===== config.mk =====
export PLATFORM = sky130hd
export DESIGN_NAME = count_sum_arb_flat
export DESIGN_NICKNAME = d
export VERILOG_FILES = /design/src/rtl/count_sum_arb_if.sv /design/src/rtl/count_sum_arb.sv /design/src/flat_wrapper.sv
export SDC_FILE = /design/constraint.sdc
export NUM_CORES = 1
export LEC_CHECK = 0
export CELL_PAD_IN_SITES_DETAIL_PLACEMENT = 1
export CELL_PAD_IN_SITES_GLOBAL_PLACEMENT = 2
export CORE_AREA = 4 4 82 84
export DETAILED_ROUTE_END_ITERATION = 8
export DIE_AREA = 0 0 86 88
export PLACE_DENSITY = 0.87
export SLEW_MARGIN = 20
export SYNTH_ARGS = -nofsm -noshare
export SYNTH_HDL_FRONTEND = slang
export SYNTH_SLANG_ARGS = --single-unit

===== constraint.sdc =====
create_clock -name clk -period 2.3 [get_ports clk]
set_input_delay 0.345 -clock clk [delete_from_list [all_inputs] [get_ports clk]]
set_output_delay 0.345 -clock clk [all_outputs]
set_load 0.005 [all_outputs]

===== src/rtl/count_sum_arb_if.sv =====
// AXIS-style bundle between the requesters, the frame arbiter and the accumulator.
// master: arbiter view; slave: environment view (requesters plus accumulator).
interface count_sum_arb_if #(
    parameter int unsigned w = 3,
    parameter int unsigned R = 4
);
    logic [R-1:0]        s_valid;
    logic [R-1:0]        s_ready;
    logic [R-1:0][w-1:0] s_data;
    logic                m_valid;
    logic                m_ready;
    logic [w-1:0]        m_data;
    logic                m_last;
    logic [2:0]          m_id;

    modport master (
        input  s_valid,
        input  s_data,
        input  m_ready,
        output s_ready,
        output m_valid,
        output m_data,
        output m_last,
        output m_id
    );

    modport slave (
        output s_valid,
        output s_data,
        output m_ready,
        input  s_ready,
        input  m_valid,
        input  m_data,
        input  m_last,
        input  m_id
    );
endinterface


===== src/rtl/count_sum_arb.sv =====
// Round-robin frame arbiter: locks one requester for N beats of zero-latency passthrough,
// then holds off new grants until the accumulator signals its result was consumed.
module count_sum_arb #(
    parameter int unsigned w = 3,
    parameter int unsigned N = 5,
    parameter int unsigned R = 4
) (
    input  logic            clk,
    input  logic            rst,
    count_sum_arb_if.master bus,
    input  logic            acc_done,
    output logic            busy,
    output logic [15:0]     frames
);
    localparam int unsigned IdxW     = (R > 1) ? $clog2(R) : 1;
    localparam logic [3:0]  LastBeat = 4'(N - 1);

    typedef enum logic [1:0] {StIdle, StPass, StWait} state_e;

    state_e          state_q;
    logic [IdxW-1:0] g_q;
    logic [IdxW-1:0] last_q;
    logic [IdxW-1:0] nxt;
    logic [IdxW-1:0] cand;
    logic [3:0]      beat_q;
    logic [2:0]      id_q;
    logic            found;
    logic            hs;
    logic [w-1:0]    mux_data;

    // First valid requester scanning upward from the one after the last frame owner.
    always_comb begin
        nxt   = '0;
        cand  = '0;
        found = 1'b0;
        for (int unsigned k = 1; k <= R; k++) begin
            cand = IdxW'((32'(last_q) + k) % R);
            if (!found && bus.s_valid[cand]) begin
                nxt   = cand;
                found = 1'b1;
            end
        end
    end

    assign mux_data = bus.s_data[g_q];
    assign hs       = (state_q == StPass) && bus.s_valid[g_q] && bus.m_ready;

    always_comb begin
        bus.s_ready = '0;
        bus.m_valid = 1'b0;
        bus.m_data  = '0;
        bus.m_last  = 1'b0;
        if (state_q == StPass) begin
            bus.s_ready[g_q] = bus.m_ready;
            bus.m_valid      = bus.s_valid[g_q];
            bus.m_data       = mux_data;
            bus.m_last       = (beat_q == LastBeat);
        end
    end

    assign bus.m_id = id_q;

    always_ff @(posedge clk) begin
        if (rst) begin
            state_q <= StIdle;
            g_q     <= '0;
            last_q  <= IdxW'(R - 1);
            beat_q  <= '0;
            id_q    <= '0;
            busy    <= 1'b0;
            frames  <= '0;
        end else begin
            unique case (state_q)
                StIdle: begin
                    if (|bus.s_valid) begin
                        g_q     <= nxt;
                        id_q    <= 3'(nxt);
                        busy    <= 1'b1;
                        state_q <= StPass;
                    end
                end
                StPass: begin
                    // Grant stays locked through valid gaps until N beats are accepted.
                    if (hs) begin
                        if (beat_q == LastBeat) begin
                            beat_q  <= '0;
                            state_q <= StWait;
                        end else begin
                            beat_q <= beat_q + 4'd1;
                        end
                    end
                end
                StWait: begin
                    if (acc_done) begin
                        last_q  <= g_q;
                        frames  <= frames + 16'd1;
                        id_q    <= '0;
                        busy    <= 1'b0;
                        state_q <= StIdle;
                    end
                end
                default: state_q <= StIdle;
            endcase
        end
    end
endmodule


===== src/flat_wrapper.sv =====
// flat-port wrapper written by rule: the top's interface ports become plain ports
module count_sum_arb_flat 
#(
    parameter int unsigned w = 3,
    parameter int unsigned N = 5,
    parameter int unsigned R = 4
)
  (clk, rst, acc_done, busy, frames, bus_s_valid, bus_s_data, bus_m_ready, bus_s_ready, bus_m_valid, bus_m_data, bus_m_last, bus_m_id);
  count_sum_arb_if #(.w(w), .R(R)) bus_i ();
  input  logic clk;
  input  logic rst;
  input  logic acc_done;
  output logic busy;
  output logic [15:0] frames;
  input wire logic [$bits(bus_i.s_valid)-1:0] bus_s_valid;
  input wire logic [$bits(bus_i.s_data)-1:0] bus_s_data;
  input wire logic [$bits(bus_i.m_ready)-1:0] bus_m_ready;
  output wire logic [$bits(bus_i.s_ready)-1:0] bus_s_ready;
  output wire logic [$bits(bus_i.m_valid)-1:0] bus_m_valid;
  output wire logic [$bits(bus_i.m_data)-1:0] bus_m_data;
  output wire logic [$bits(bus_i.m_last)-1:0] bus_m_last;
  output wire logic [$bits(bus_i.m_id)-1:0] bus_m_id;
  assign bus_i.s_valid = bus_s_valid;
  assign bus_i.s_data = bus_s_data;
  assign bus_i.m_ready = bus_m_ready;
  assign bus_s_ready = bus_i.s_ready;
  assign bus_m_valid = bus_i.m_valid;
  assign bus_m_data = bus_i.m_data;
  assign bus_m_last = bus_i.m_last;
  assign bus_m_id = bus_i.m_id;
  count_sum_arb #(.w(w), .N(N), .R(R)) u_core (.clk(clk), .rst(rst), .bus(bus_i), .acc_done(acc_done), .busy(busy), .frames(frames));
endmodule

==> impl_metrics.yaml <==
die:
  die_area_sq_mm: 0.00757
  die_x_um: 86
  die_y_um: 88
  start_util_pct: 25.9
  rows: 28
  fp.coreArea_sq_mm: 0.00592
  io_pins: 49
worst_setup_path:
  max_stage_delay_ps: 470
  critPathSlowestCell: "clkdlybuf4s50_1"
  crit_arrival_ps: 1850
  crit_fanout: 2
  cp.required_ps: 1960
  cp-end-kind: "output port"
  path_cells: "clkdlybuf4s50_1, mux4_2, nor2b_1, clkdlybuf4s50_1"
  cp-start-kind: "input pin"
  path_common_cell: "clkdlybuf4s50_1"
  crit_type: "in -> out"
place:
  place_area_sq_mm: 0.00214
  port_buffers: 47
  detailed_place_hpwl_um: 3420
  place.gp.congestion: 0.722
timing:
  finalClockSkew_ps: 5.00
  fin_setup_tns_ps: 0
  period_needed_ps: 2190
  hold_viol_final: 0
  slew_viol_final: 0
  fmaxAchievable_mhz: 456
  rsz0062_at_grt: "false"
  fin_hold_ws_ps: 465
  post-route-period-util_pct: 95.3
  setup_viol: 0
cts:
  tritoncts: "done"
  cts_post_setup_buffers_inserted: 0
  clock-sinks: 29
  htreeDepth: 2
  clk_pin_slew_ps: 60
  cts_root_buf: "clkbuf_8"
  ctsLongestPathBuffers: 2
  clk_latency_ps: 280
  cts_buffers: 5
power:
  leakagePower_nw: 0.795
  ir_worst_vdd_uv: 219
  power.density_mw_per_mm2: 489
yosys:
  ys_types: 39
  postSynthCellCount: 179
  ys_seq_area_share_pct: 37.9
  synth-seq-cells: 29
  syn_area_sq_mm: 0.00153
  yosysWarnings: 0
  avgSynthCellArea_sq_um: 8.56
  syn_nets: 202
grt:
  antenna_found_initial: 0
  grt_pass1_vias: 1557
  grt_usage_pct: 12.6
  grt_max_degree: 30
  grt_pass1_wl_um: 7560
  grt.overflow.total: 0
detailed_routing:
  top_layer_used: "met4"
  wl_um: 4480
  dr_wl_met2_um: 2260
  viasPerCell: 4.85
  vias: 1512
  drc_errors: 0
  dr.pass1.iters: 3
  met1Wirelength_um: 2030
  wl_met3_um: 139
  wire_per_inst_um: 14.4
  drtIter0Drc: 52
  ant_nets: 0
worst_hold_path:
  worstHoldPathType: "reg -> reg"
final_layout:
  final_common_cell: "clkdlybuf4s50_1"
  postLayoutCellArea_sq_mm: 0.00223
  drive_gt1_share_pct: 11.0
  final_cell_mix: "clkdlybuf4s50_1 (47), dfxtp_1 (28), nand2_1 (18)"
  final_nets: 260
  fillCellCount: 704
  syn2layout_area_growth_pct: 45.7
  ff_latch_area_sq_um: 584
  insertedDiodeCount: 0
  multiInputGateArea_sq_um: 893
outcome:
  status: "complete, no violations"
job:
  maxCapViolations: 0
==> report_power, final <==
part / total [mW] / internal [mW] / switching [mW]
clock: 0.424 / 0.237 / 0.187
sequential: 0.526 / 0.512 / 0.0135
combinational: 0.142 / 0.0893 / 0.0528
==> state kept, by name, summed over array words and instances, names as in the netlist <==
signal,flops
u_core.frames,16
u_core.beat_q,4
u_core.bus.m_id,2
u_core.g_q,2
u_core.last_q,2
u_core.state_q,2
u_core.busy,1
==> per-layer routing <==
layer	track usage, %	vias to the layer above
li1	-	758
met1	15.4	727
met2	21.8	20
met3	3.01	7
met4	3.88	0
met5	0	-
==> stage by stage <==
step | std cells | utilization, % | setup WS (ps) | power [mW]
floorplan | 179 | - | 640 | 0.596
global placement | 305 | 36.2 | 113 | 0.678
detailed placement | 305 | 36.2 | 105 | 0.681
CTS | 312 | 37.7 | 64.7 | 1.11
global route | 312 | 37.7 | 40.8 | 1.15
finish | 312 | 37.7 | 108 | 1.09
==> Yosys cell counts <==
library cell | instances | area, sq um
and3b_1 | 4 | 35.0
nand4b_1 | 1 | 8.76
or4_4 | 1 | 11.3
inv_1 | 6 | 22.5
nor2_1 | 15 | 56.3
nor3b_1 | 2 | 15.0
nand4_2 | 1 | 12.5
o21ai_0 | 8 | 40.0
nand3_1 | 7 | 35.0
a211o_1 | 1 | 8.76
mux4_2 | 4 | 90.1
nand3b_4 | 1 | 20.0
nand4_1 | 4 | 25.0
or3_1 | 6 | 37.5
nand2_1 | 18 | 67.6
o211ai_1 | 1 | 7.51
nor2b_1 | 7 | 43.8
or2_1 | 1 | 6.26
nor3_1 | 7 | 35.0
and4_2 | 1 | 10.0
o31ai_1 | 1 | 7.51
clkbuf_1 | 3 | 11.3
o221ai_1 | 2 | 17.5
nand3b_1 | 3 | 22.5
dfxtp_1 | 29 | 581
nor4_1 | 3 | 18.8
buf_4 | 2 | 15.0
and2_1 | 1 | 6.26
buf_2 | 2 | 10.0
xor2_1 | 2 | 17.5
and4b_1 | 1 | 10.0
and3_1 | 1 | 6.26
or4_1 | 2 | 15.0
ha_1 | 3 | 37.5
a31oi_1 | 1 | 6.26
nand2b_1 | 2 | 12.5
a21oi_1 | 17 | 85.1
conb_1 | 1 | 3.75
xnor2_1 | 7 | 61.3
==> what timing repair did <==
item | CTS | global route
hold buffers | 0 | 0
resized for setup | 1 | 1
cloned | 0 | 0
setup endpoints to repair | 3 | 1
==> worst paths after layout <==
| check | startpoint | end | cells past startpoint | slack [ps] |
|---|---|---|---|---|
| hold reg to reg | u_core.busy | u_core.busy | 2 | 460 |
| setup reg to reg | u_core.frames[7] | u_core.frames[15] | 4 | 540 |
| hold / removal | u_core.busy | u_core.busy | 2 | 460 |
| setup / recovery | bus_s_valid[2] | bus_m_valid | 4 | 110 |
==> logic make-up (layout without fill, tap and decap cells) <==
logic type / count (synthesis) / after routing / synth area share [%]
other: 1 / 1 / 0.245
muxes: 4 / 4 / 5.88
AOI/OAI and AO/OA: 31 / 31 / 11.3
DFF: 29 / 29 / 37.9
xor gates and xnor gates: 9 / 9 / 5.14
buffers and inverters: 13 / 71 / 3.84
and+or+nand+nor: 89 / 89 / 33.3
adders and majority gates: 3 / 3 / 2.45
==> critical path, delay by kind of cell <==
family | cells | cell delay, ps
buffers and inverters | 2 | 900
muxes | 1 | 460
and+or+nand+nor | 1 | 140
==> cell type report <==
class / count / share of cell area, %
tap: 75 / 4.20
multi-input combinational: 137 / 40.0
timing repair buffer: 58 / 24.8
inverter: 6 / 1.01
clock buffer: 7 / 3.87
sequential: 29 / 26.2
(Power assumes the default switching activity.)
